[config.mk]
export PLATFORM = sky130hd
export DESIGN_NAME = axi_rd_arbiter
export DESIGN_NICKNAME = d
export VERILOG_FILES = /design/src/rtl/axi_rd_arbiter_pkg.sv /design/src/rtl/axi_rd_arbiter_rr_pick2.sv /design/src/rtl/axi_rd_arbiter.sv
export SDC_FILE = /design/constraint.sdc
export NUM_CORES = 1
export LEC_CHECK = 0
export BUFFER_PORTS_ARGS = -buffer_cell sky130_fd_sc_hd__clkbuf_2
export CAP_MARGIN = 20
export CORE_AREA = 2 2 119 121
export DETAILED_ROUTE_END_ITERATION = 16
export DIE_AREA = 0 0 121 123
export HOLD_SLACK_MARGIN = 0.02
export PLACE_DENSITY = 0.52
export SYNTH_ARGS = -nofsm -noshare
export SYNTH_HDL_FRONTEND = slang
export SYNTH_SLANG_ARGS = --single-unit
[constraint.sdc]
create_clock -name clock -period 1.45 [get_ports clock]
set_input_delay 0.145 -clock clock [delete_from_list [all_inputs] [get_ports clock]]
set_output_delay 0.145 -clock clock [all_outputs]
set_load 0.02 [all_outputs]
[src/rtl/axi_rd_arbiter_pkg.sv]
`default_nettype none
// ============================================================================
// Module      : axi_rd_arbiter_pkg
// Description : Shared types and constants for the AXI read-channel arbiter:
//               FSM encoding, CLINT window defaults, owner codes and the
//               address-window helper.
// Revision    : 1.0 - initial release
// ============================================================================
package axi_rd_arbiter_pkg;

    // Transaction phases of the single outstanding read
    typedef enum logic [1:0] {
        ST_IDLE = 2'd0,
        ST_ADDR = 2'd1,
        ST_DATA = 2'd2
    } arb_state_t;

    localparam logic [31:0] CLINT_BASE_DEF = 32'h0200_0000;
    localparam logic [31:0] CLINT_SIZE_DEF = 32'h0001_0000;

    localparam logic OWNER_IFU = 1'b0;
    localparam logic OWNER_LSU = 1'b1;

    // Instruction fetches are always full 32-bit words
    localparam logic [2:0] IFU_ARSIZE = 3'b010;

    // base <= addr < base+size, evaluated in 33 bits so a window touching the
    // top of the address space cannot wrap around
    function automatic logic addr_in_window(
        input logic [31:0] addr,
        input logic [31:0] base,
        input logic [31:0] size
    );
        logic [32:0] a_ext;
        logic [32:0] lo_ext;
        logic [32:0] hi_ext;
        a_ext  = {1'b0, addr};
        lo_ext = {1'b0, base};
        hi_ext = {1'b0, base} + {1'b0, size};
        return (a_ext >= lo_ext) && (a_ext < hi_ext);
    endfunction

endpackage : axi_rd_arbiter_pkg
`default_nettype wire

[src/rtl/axi_rd_arbiter_rr_pick2.sv]
`default_nettype none
// ============================================================================
// Module      : rr_pick2
// Description : Two-way round-robin picker. req[0] is IFU, req[1] is LSU.
//               A lone request is granted directly; a tie goes to the side
//               named by prio. On update, priority passes to the side that
//               was not just served.
// Revision    : 1.0 - initial release
// ============================================================================
module rr_pick2
    import axi_rd_arbiter_pkg::*;
(
    input  logic [1:0] req,
    input  logic       prio,
    input  logic       update,
    input  logic       served,
    output logic [1:0] grant,
    output logic       prio_next
);

    // One-hot grant; only a simultaneous request consults priority
    always_comb begin
        grant = req;
        if (req == 2'b11) begin
            grant = (prio == OWNER_LSU) ? 2'b10 : 2'b01;
        end
    end

    // Completion of a transaction hands first claim to the other side
    always_comb begin
        prio_next = prio;
        if (update) begin
            prio_next = (served == OWNER_IFU) ? OWNER_LSU : OWNER_IFU;
        end
    end

endmodule : rr_pick2
`default_nettype wire

[src/rtl/axi_rd_arbiter.sv]
`default_nettype none
// ============================================================================
// Module      : axi_rd_arbiter
// Description : Round-robin arbiter sharing one outstanding AXI4 read between
//               the IFU (bursts) and the LSU (single beats). Routes the grant
//               to the SoC master port or the CLINT, returns R data to its
//               owner, checks burst beat counts and reports busy/owner.
// Revision    : 1.0 - initial release
// ============================================================================
module axi_rd_arbiter
    import axi_rd_arbiter_pkg::*;
#(
    parameter logic [31:0] CLINT_BASE = CLINT_BASE_DEF,
    parameter logic [31:0] CLINT_SIZE = CLINT_SIZE_DEF
) (
    input  logic        clock,
    input  logic        reset,
    // IFU read port
    input  logic [31:0] ifu_araddr,
    input  logic        ifu_arvalid,
    input  logic [3:0]  ifu_arlen,
    input  logic [1:0]  ifu_arburst,
    output logic        ifu_arready,
    output logic [31:0] ifu_rdata,
    output logic [1:0]  ifu_rresp,
    output logic        ifu_rlast,
    output logic        ifu_rvalid,
    input  logic        ifu_rready,
    // LSU read port
    input  logic [31:0] lsu_araddr,
    input  logic [2:0]  lsu_arsize,
    input  logic        lsu_arvalid,
    output logic        lsu_arready,
    output logic [31:0] lsu_rdata,
    output logic [1:0]  lsu_rresp,
    output logic        lsu_rvalid,
    input  logic        lsu_rready,
    // SoC master read port
    output logic        mst_arvalid,
    output logic [31:0] mst_araddr,
    output logic [7:0]  mst_arlen,
    output logic [2:0]  mst_arsize,
    output logic [1:0]  mst_arburst,
    input  logic        mst_arready,
    input  logic        mst_rvalid,
    input  logic [31:0] mst_rdata,
    input  logic [1:0]  mst_rresp,
    input  logic        mst_rlast,
    output logic        mst_rready,
    // CLINT read port
    output logic        clint_arvalid,
    output logic [31:0] clint_araddr,
    input  logic        clint_arready,
    input  logic        clint_rvalid,
    input  logic [31:0] clint_rdata,
    input  logic [1:0]  clint_rresp,
    output logic        clint_rready,
    // Status
    output logic        busy,
    output logic        owner,
    output logic        err_beat
);

    // Registered transaction context
    arb_state_t  r_state;
    logic        r_owner;
    logic        r_clint;
    logic [3:0]  r_len;
    logic [3:0]  r_beat;
    logic        r_prio;
    logic        r_err;

    // Next-state values
    arb_state_t  w_state_next;
    logic        w_owner_next;
    logic        w_clint_next;
    logic [3:0]  w_len_next;
    logic [3:0]  w_beat_next;
    logic        w_err_next;
    logic        w_last_hs;

    // Owner/target views of the channels
    logic [1:0]  w_req;
    logic [1:0]  w_grant;
    logic        w_prio_next;
    logic        w_own_arvalid;
    logic [31:0] w_own_araddr;
    logic        w_tgt_arready;
    logic        w_src_rvalid;
    logic [31:0] w_src_rdata;
    logic [1:0]  w_src_rresp;
    logic        w_src_rlast;
    logic        w_own_rready;

    assign w_req = {lsu_arvalid, ifu_arvalid};

    rr_pick2 u_pick (
        .req       (w_req),
        .prio      (r_prio),
        .update    (w_last_hs),
        .served    (r_owner),
        .grant     (w_grant),
        .prio_next (w_prio_next)
    );

    // State and transaction context registers
    always_ff @(posedge clock) begin
        if (reset) begin
            r_state <= ST_IDLE;
            r_owner <= OWNER_IFU;
            r_clint <= 1'b0;
            r_len   <= 4'd0;
            r_beat  <= 4'd0;
            r_prio  <= OWNER_IFU;
            r_err   <= 1'b0;
        end else begin
            r_state <= w_state_next;
            r_owner <= w_owner_next;
            r_clint <= w_clint_next;
            r_len   <= w_len_next;
            r_beat  <= w_beat_next;
            r_prio  <= w_prio_next;
            r_err   <= w_err_next;
        end
    end

    // Arbitration, AR forwarding, R return path and beat checking
    always_comb begin
        w_state_next  = r_state;
        w_owner_next  = r_owner;
        w_clint_next  = r_clint;
        w_len_next    = r_len;
        w_beat_next   = r_beat;
        w_err_next    = r_err;
        w_last_hs     = 1'b0;

        ifu_arready   = 1'b0;
        ifu_rvalid    = 1'b0;
        ifu_rdata     = 32'd0;
        ifu_rresp     = 2'd0;
        ifu_rlast     = 1'b0;
        lsu_arready   = 1'b0;
        lsu_rvalid    = 1'b0;
        lsu_rdata     = 32'd0;
        lsu_rresp     = 2'd0;
        mst_arvalid   = 1'b0;
        mst_araddr    = 32'd0;
        mst_arlen     = 8'd0;
        mst_arsize    = 3'd0;
        mst_arburst   = 2'd0;
        mst_rready    = 1'b0;
        clint_arvalid = 1'b0;
        clint_araddr  = 32'd0;
        clint_rready  = 1'b0;

        w_own_arvalid = (r_owner == OWNER_LSU) ? lsu_arvalid : ifu_arvalid;
        w_own_araddr  = (r_owner == OWNER_LSU) ? lsu_araddr  : ifu_araddr;
        w_own_rready  = (r_owner == OWNER_LSU) ? lsu_rready  : ifu_rready;
        w_tgt_arready = r_clint ? clint_arready : mst_arready;
        w_src_rvalid  = r_clint ? clint_rvalid  : mst_rvalid;
        w_src_rdata   = r_clint ? clint_rdata   : mst_rdata;
        w_src_rresp   = r_clint ? clint_rresp   : mst_rresp;
        // CLINT reads are single beat, so its only beat is the last
        w_src_rlast   = r_clint ? 1'b1          : mst_rlast;

        case (r_state)
            ST_IDLE: begin
                if (|w_req) begin
                    w_owner_next = w_grant[1] ? OWNER_LSU : OWNER_IFU;
                    w_clint_next = w_grant[1] &&
                                   addr_in_window(lsu_araddr, CLINT_BASE, CLINT_SIZE);
                    w_len_next   = w_grant[1] ? 4'd0 : ifu_arlen;
                    w_beat_next  = 4'd0;
                    w_state_next = ST_ADDR;
                end
            end

            ST_ADDR: begin
                if (r_clint) begin
                    clint_arvalid = w_own_arvalid;
                    clint_araddr  = w_own_araddr;
                end else begin
                    mst_arvalid   = w_own_arvalid;
                    mst_araddr    = w_own_araddr;
                    mst_arlen     = (r_owner == OWNER_LSU) ? 8'd0 : {4'b0000, ifu_arlen};
                    mst_arsize    = (r_owner == OWNER_LSU) ? lsu_arsize : IFU_ARSIZE;
                    mst_arburst   = (r_owner == OWNER_LSU) ? 2'b00 : ifu_arburst;
                end
                if (r_owner == OWNER_LSU) begin
                    lsu_arready = w_tgt_arready;
                end else begin
                    ifu_arready = w_tgt_arready;
                end
                if (w_own_arvalid && w_tgt_arready) begin
                    w_state_next = ST_DATA;
                end
            end

            ST_DATA: begin
                if (r_owner == OWNER_LSU) begin
                    lsu_rvalid = w_src_rvalid;
                    lsu_rdata  = w_src_rdata;
                    lsu_rresp  = w_src_rresp;
                end else begin
                    ifu_rvalid = w_src_rvalid;
                    ifu_rdata  = w_src_rdata;
                    ifu_rresp  = w_src_rresp;
                    ifu_rlast  = w_src_rlast;
                end
                if (r_clint) begin
                    clint_rready = w_own_rready;
                end else begin
                    mst_rready   = w_own_rready;
                end
                if (w_src_rvalid && w_own_rready) begin
                    w_beat_next = r_beat + 4'd1;
                    // Early rlast or missing rlast on the final beat; the
                    // burst still only ends when rlast actually arrives
                    if (w_src_rlast != (r_beat == r_len)) begin
                        w_err_next = 1'b1;
                    end
                    if (w_src_rlast) begin
                        w_state_next = ST_IDLE;
                        w_last_hs    = 1'b1;
                    end
                end
            end

            default: begin
                w_state_next = ST_IDLE;
            end
        endcase
    end

    assign busy     = (r_state != ST_IDLE);
    assign owner    = busy & r_owner;
    assign err_beat = r_err;

endmodule : axi_rd_arbiter
`default_nettype wire

**After elaboration in Yosys (flattened, before gate mapping)**

Cells that the tools add are included.
W data, S select, Z words.

- Add/sub/neg operators: 1
- Multipliers: 0
- Div/mod/pow operators: 0
- Order comparisons: 2
- Eq/ne operators: 9
- Shift operators: 0
- Multiplexer cells: 63
- Bitwise logic cells: 1
- Reductions and logical operators: 12

Operators with widths:

| kind | number |
|---|---|
| $mux W32 | 10 |
| $ge A32 B26 Y1 const B | 1 |
| $lt A32 B26 Y1 const B | 1 |
| $mux W1 | 28 |
| $mux W2 | 14 |
| $mux W4 | 6 |
| $mux W3 | 3 |
| $ne A2 B2 Y1 const B | 4 |
| $pmux W4 S2 | 1 |
| $pmux W2 S3 | 1 |
| $reduce_and A3 Y1 | 2 |
| $add A4 B1 Y4 const B | 1 |
| $eq A2 B2 Y1 const B | 2 |
| $eq A4 B4 Y1 | 1 |
| $logic_and A1 B1 Y1 | 4 |
| $reduce_and A4 Y1 | 1 |
| $reduce_bool A2 Y1 | 2 |
| $eq A2 B1 Y1 const B | 1 |
| $logic_not A2 Y1 | 1 |
| $reduce_and A2 Y1 | 1 |
| $reduce_or A2 Y1 | 1 |
| $and A1 B1 Y1 | 1 |
| $ne A1 B1 Y1 | 1 |

- Register bits after elaboration: 14
- Bits in latches: 0
- Memory bits (writable): 0
- Bits in read-only memories: 0
- Output and inout port bits: 157
- Memories: 0

**Depth between registers and ports, before layout**

- Word-level depth: 4
- Gate-level depth with buffers: 6

**By module**

From an unflattened synthesis, not the netlist that was laid out.

- Cell total of the unflattened synthesis: 345
- Area total of the unflattened synthesis: 2192.1 µm²

Modules (own cells, without submodules):

| module | times used | cells an instance | area an instance (µm²) | seq. area each (µm²) |
|---|---|---|---|---|
| axi_rd_arbiter | 1 | 340 | 2164.6 | 280.3 |
| rr_pick2 | 1 | 5 | 27.5 | 0.0 |

**Worst setup path before layout**

OpenSTA, ideal clock, no wires.

- Path kind: register to output
- From: register r_owner
- To: output port lsu_rdata[20]
- Data arrival time: 1.368 ns
- Path slack: -0.063 ns
- Stages on the path, launching flop included: 6
- Cells stage by stage: dfxtp_1 buf_4 buf_2 nand2_1 clkbuf_1 nor2_1

- Longest elaborated chain between the ends: 2

Ends and longest elaborated chain:

| element | line | text |
|---|---|---|
| start: declaration | axi_rd_arbiter.sv:66 | `logic r_owner;` |
| start signal: assignment | axi_rd_arbiter.sv:118 | `r_owner <= w_owner_next;` |
| $mux W32 | axi_rd_arbiter.sv:200 | `if (r_owner == OWNER_LSU) begin` |
| $mux W32 | axi_rd_arbiter.sv:166 | `case (r_state)` |
| end: declaration | axi_rd_arbiter.sv:34 | `output logic [31:0] lsu_rdata,` |

Every way passes these cells.

**Worst setup path in the final report**

- From: register r_clint
- To: output port lsu_rdata[21]

- Longest elaborated chain between the ends: 3

Ends and longest elaborated chain:

| element | line | text |
|---|---|---|
| start: declaration | axi_rd_arbiter.sv:67 | `logic r_clint;` |
| start signal: assignment | axi_rd_arbiter.sv:119 | `r_clint <= w_clint_next;` |
| $mux W32 | axi_rd_arbiter.sv:161 | `w_src_rdata = r_clint ? clint_rdata : mst_rdata;` |
| $mux W32 | axi_rd_arbiter.sv:200 |  |
| $mux W32 | axi_rd_arbiter.sv:166 |  |

Every way passes these cells.

==> run_results.csv <==
group,metric,value,unit
clock_network,htree_levels,1,
synth,synth_seq_area_share,0.127,
hold_path,hp-class,"in -> reg",
synth,synthFlopType,"dfxtp_1",
synth,yosys-top-cells-area,"mux2i_1, nor2_1, dfxtp_1, and3_1, buf_4",
die,core_region_area,13600,um^2
setup_path,path_class,"reg -> out",
die,dieHeight,123,um
drt,firstDrtPassIters,4,
setup_path,cpMaxStageDelayCell,"dfxtp_4",
cells_and_area,nFillCells,1402,
pwr,p_seq_frac,0.180,
setup_path,cp_cell_sequence,"buf_12, mux2i_2, nor2_1, clkbuf_4",
pwr,p_leak,0.00271,uW
timing,drv_slew,0,
drt,wl_per_cell,15.8,um
drt,top_layer_used,"met4",
clock_network,postCtsHoldBufs,0,
setup_path,worstSetupEndpointType,"output port",
global_route,grt_pass1_wl,18.7,mm
synth,synth_cell_types,36,
drt,vias_per_cell,4.34,
outcome,status,"finished with violations",
timing,hold-worst-slack,137,ps
synth,yosysTopAreaCell,"mux2i_1",
synth,synth_edf_count,0,
drt,wl_met1,5.42,mm
job,drv_cap,0,
drt,wl_met3,748,um
cells_and_area,seq_area,295,um^2
timing,min_period,1620,ps
timing,fin_tns_setup,-16610,ps
synth,yosys_warnings,0,
global_route,grt_usage,0.158,
global_route,grt_start_max_net_pins,36,
synth,async_reset_ff_frac,0,
cells_and_area,layout.nets,818,
timing,finalSetupViolCount,155,
timing,final.setup_skew,4.03,ps
drt,ant_nets,0,
drt,drtIter0Drc,125,
global_route,grt_overflow,0,
die,rows,43,
global_route,grt_pass1_vias,3394,
setup_path,cp.arrival,1470,ps
cells_and_area,area_delta_synth_final,151,%
timing,rsz0062_at_grt,"yes",
place,placed_area,4190,um^2
clock_network,clk_latency,250,ps
clock_network,cts_root_buf,"clkbuf_16",
pwr,clockPowerShare,0.227,
setup_path,worstPathMaxFanout,23,
pwr,power_switching_share,0.378,
setup_path,r2r_slack,-90,ps
drt,routed-wl-met2,7.03,mm
synth,avgSynthCellArea,6.60,um^2
clock_network,numCtsBuffers,3,
timing,max_freq,0.619,GHz
setup_path,startpoint_type,"register",
cells_and_area,multi_input_area,2410,um^2
synth,netlist.area_leader.share,0.312,
die,die_w,121,um
global_route,antenna_found_initial,0,
cells_and_area,layout-drive-gt1-share,0.706,
pwr,power_frac_comb,0.592,
place,place.gp.congestion,0.806,
cells_and_area,diodes,0,
place,io_buffers,304,
drt,drt-total-wl,13.3,mm
clock_network,cts_buffer_depth,2,
timing,hold_violations,0,
synth,syn_area,2210,um^2
drt,drc_errors,0,
setup_path,path_delay_family,"flip-flops",
die,start_util,0.162,
place,dp_hpwl,9.59,mm
die,io_pins,309,
pwr,worst_ir_drop_vdd,0.295,mV
outcome,failed_checks,"setup timing",
clock_network,cts_tree,"built",
timing,period_share,1.11,
setup_path,cp_num_buf_inv,2,
setup_path,critical-path-max-stage-delay,430,ps
clock_network,cts.sinks,14,
timing,fin_ws,-167,ps
clock_network,clk_pin_slew,50,ps
die,dieArea,14900,um^2
synth,synth_seq_cells,14,
pwr,power_density,417,nW/um^2
drt,vias,3659,
setup_path,cp.required,1310,ps
synth,synthCells,335,
pwr,p_int,1440,uW
cells_and_area,final_area,5550,um^2
pwr,power.switching,875,uW
layout by cell type (no fill, tap or decap), types with 3 or more instances in the layout:
cell type  count
buf_2         17
nand2_1        9
mux2i_4       27
buf_8          9
nor4b_1        3
o21ai_0        3
buf_6         20
and3_4         9
a22o_1         4
nor2_1       108
mux2i_1       25
clkbuf_8      10
nor2_2        34
clkbuf_16      3
clkbuf_2     191
mux2i_2       19
nor3_4         3
clkbuf_4      24
buf_16         4
dfxtp_4        4
conb_1         4
xor2_1         5
nor4_1         4
buf_4         66
nand2b_1       4
buf_12         9
dfxtp_1       10
cell type report:
class	instances	area share
clock buffers	3	0.0135
multi-input cells	292	0.433
flip-flops and latches	14	0.0532
well taps	180	0.0405
inverters	3	0.00248
repair buffers	351	0.457
per-stage QoR:
stage / power (uW) / setup WS [ps] / instances / util
after floorplan: 932 / -63.0 / 338 / -
after global placement: 1410 / -7.12 / 820 / 0.308
after detailed placement: 1410 / 21.1 / 820 / 0.308
after CTS: 2200 / -152 / 840 / 0.376
after global routing: 2440 / -229 / 843 / 0.408
final: 2320 / -167 / 843 / 0.408
flip-flops by register name (all words and copies together) (netlist names):
name      cells
r_clint       1
r_prio        1
r_state       2
r_len         4
r_owner       1
err_beat      1
r_beat        4
Yosys cell counts, drive strengths merged (4+ instances only):
cell type,number
nand2b,5
nor4,5
clkbuf,14
nor2,144
and3,10
xor2,5
nor3,4
buf,15
dfxtp,14
nand2,12
a22o,4
mux2i,71
what timing repair did:
action                                  CTS  global route
resized for setup                       167           175
gates cloned                              6             1
pin swaps                                 5            17
endpoints found under the setup margin  152           158
hold endpoints to repair                  0             0
setup buffers                            11             3
power by group through the flow:
stage / combinational (uW) / sequential (uW) / clock, uW
after floorplan: 517 / 415 / 0
after global placement: 991 / 421 / 0
after detailed placement: 990 / 422 / 0
after CTS: 1230 / 416 / 546
after global routing: 1460 / 420 / 560
final: 1370 / 417 / 527
worst paths after layout:
check	startpoint	endpoint	depth (start not counted)
hold reg to reg	r_len[1]	r_len[1]	1
setup reg to reg	r_clint	r_prio	5
hold / removal	ifu_arlen[1]	r_len[1]	2
setup / recovery	r_clint	lsu_rdata[21]	4
per-layer routing:
layer	vias to the layer above	global-route usage
met1	1703	0.211
met5	-	0
met4	0	0.0218
li1	1788	-
met2	155	0.274
met3	13	0.0263
kinds of logic after synthesis:
kind of cell / synth area share
buf+inv: 0.0719
xor+xnor: 0.0198
fa+ha+maj: 0.00566
compound gates: 0.0504
other cells: 0.00170
mux: 0.343
flops: 0.127
simple gates: 0.381
worst register-to-register path, delay by kind of cell (launching register included):
kind | cells | cell delay (ps)
AO/OA/AOI/OAI | 1 | 280
buffers and inverters | 2 | 300
AND/OR/NAND/NOR | 1 | 100
flip-flops | 1 | 430
multiplexers | 1 | 330
(Power assumes the default switching activity.)
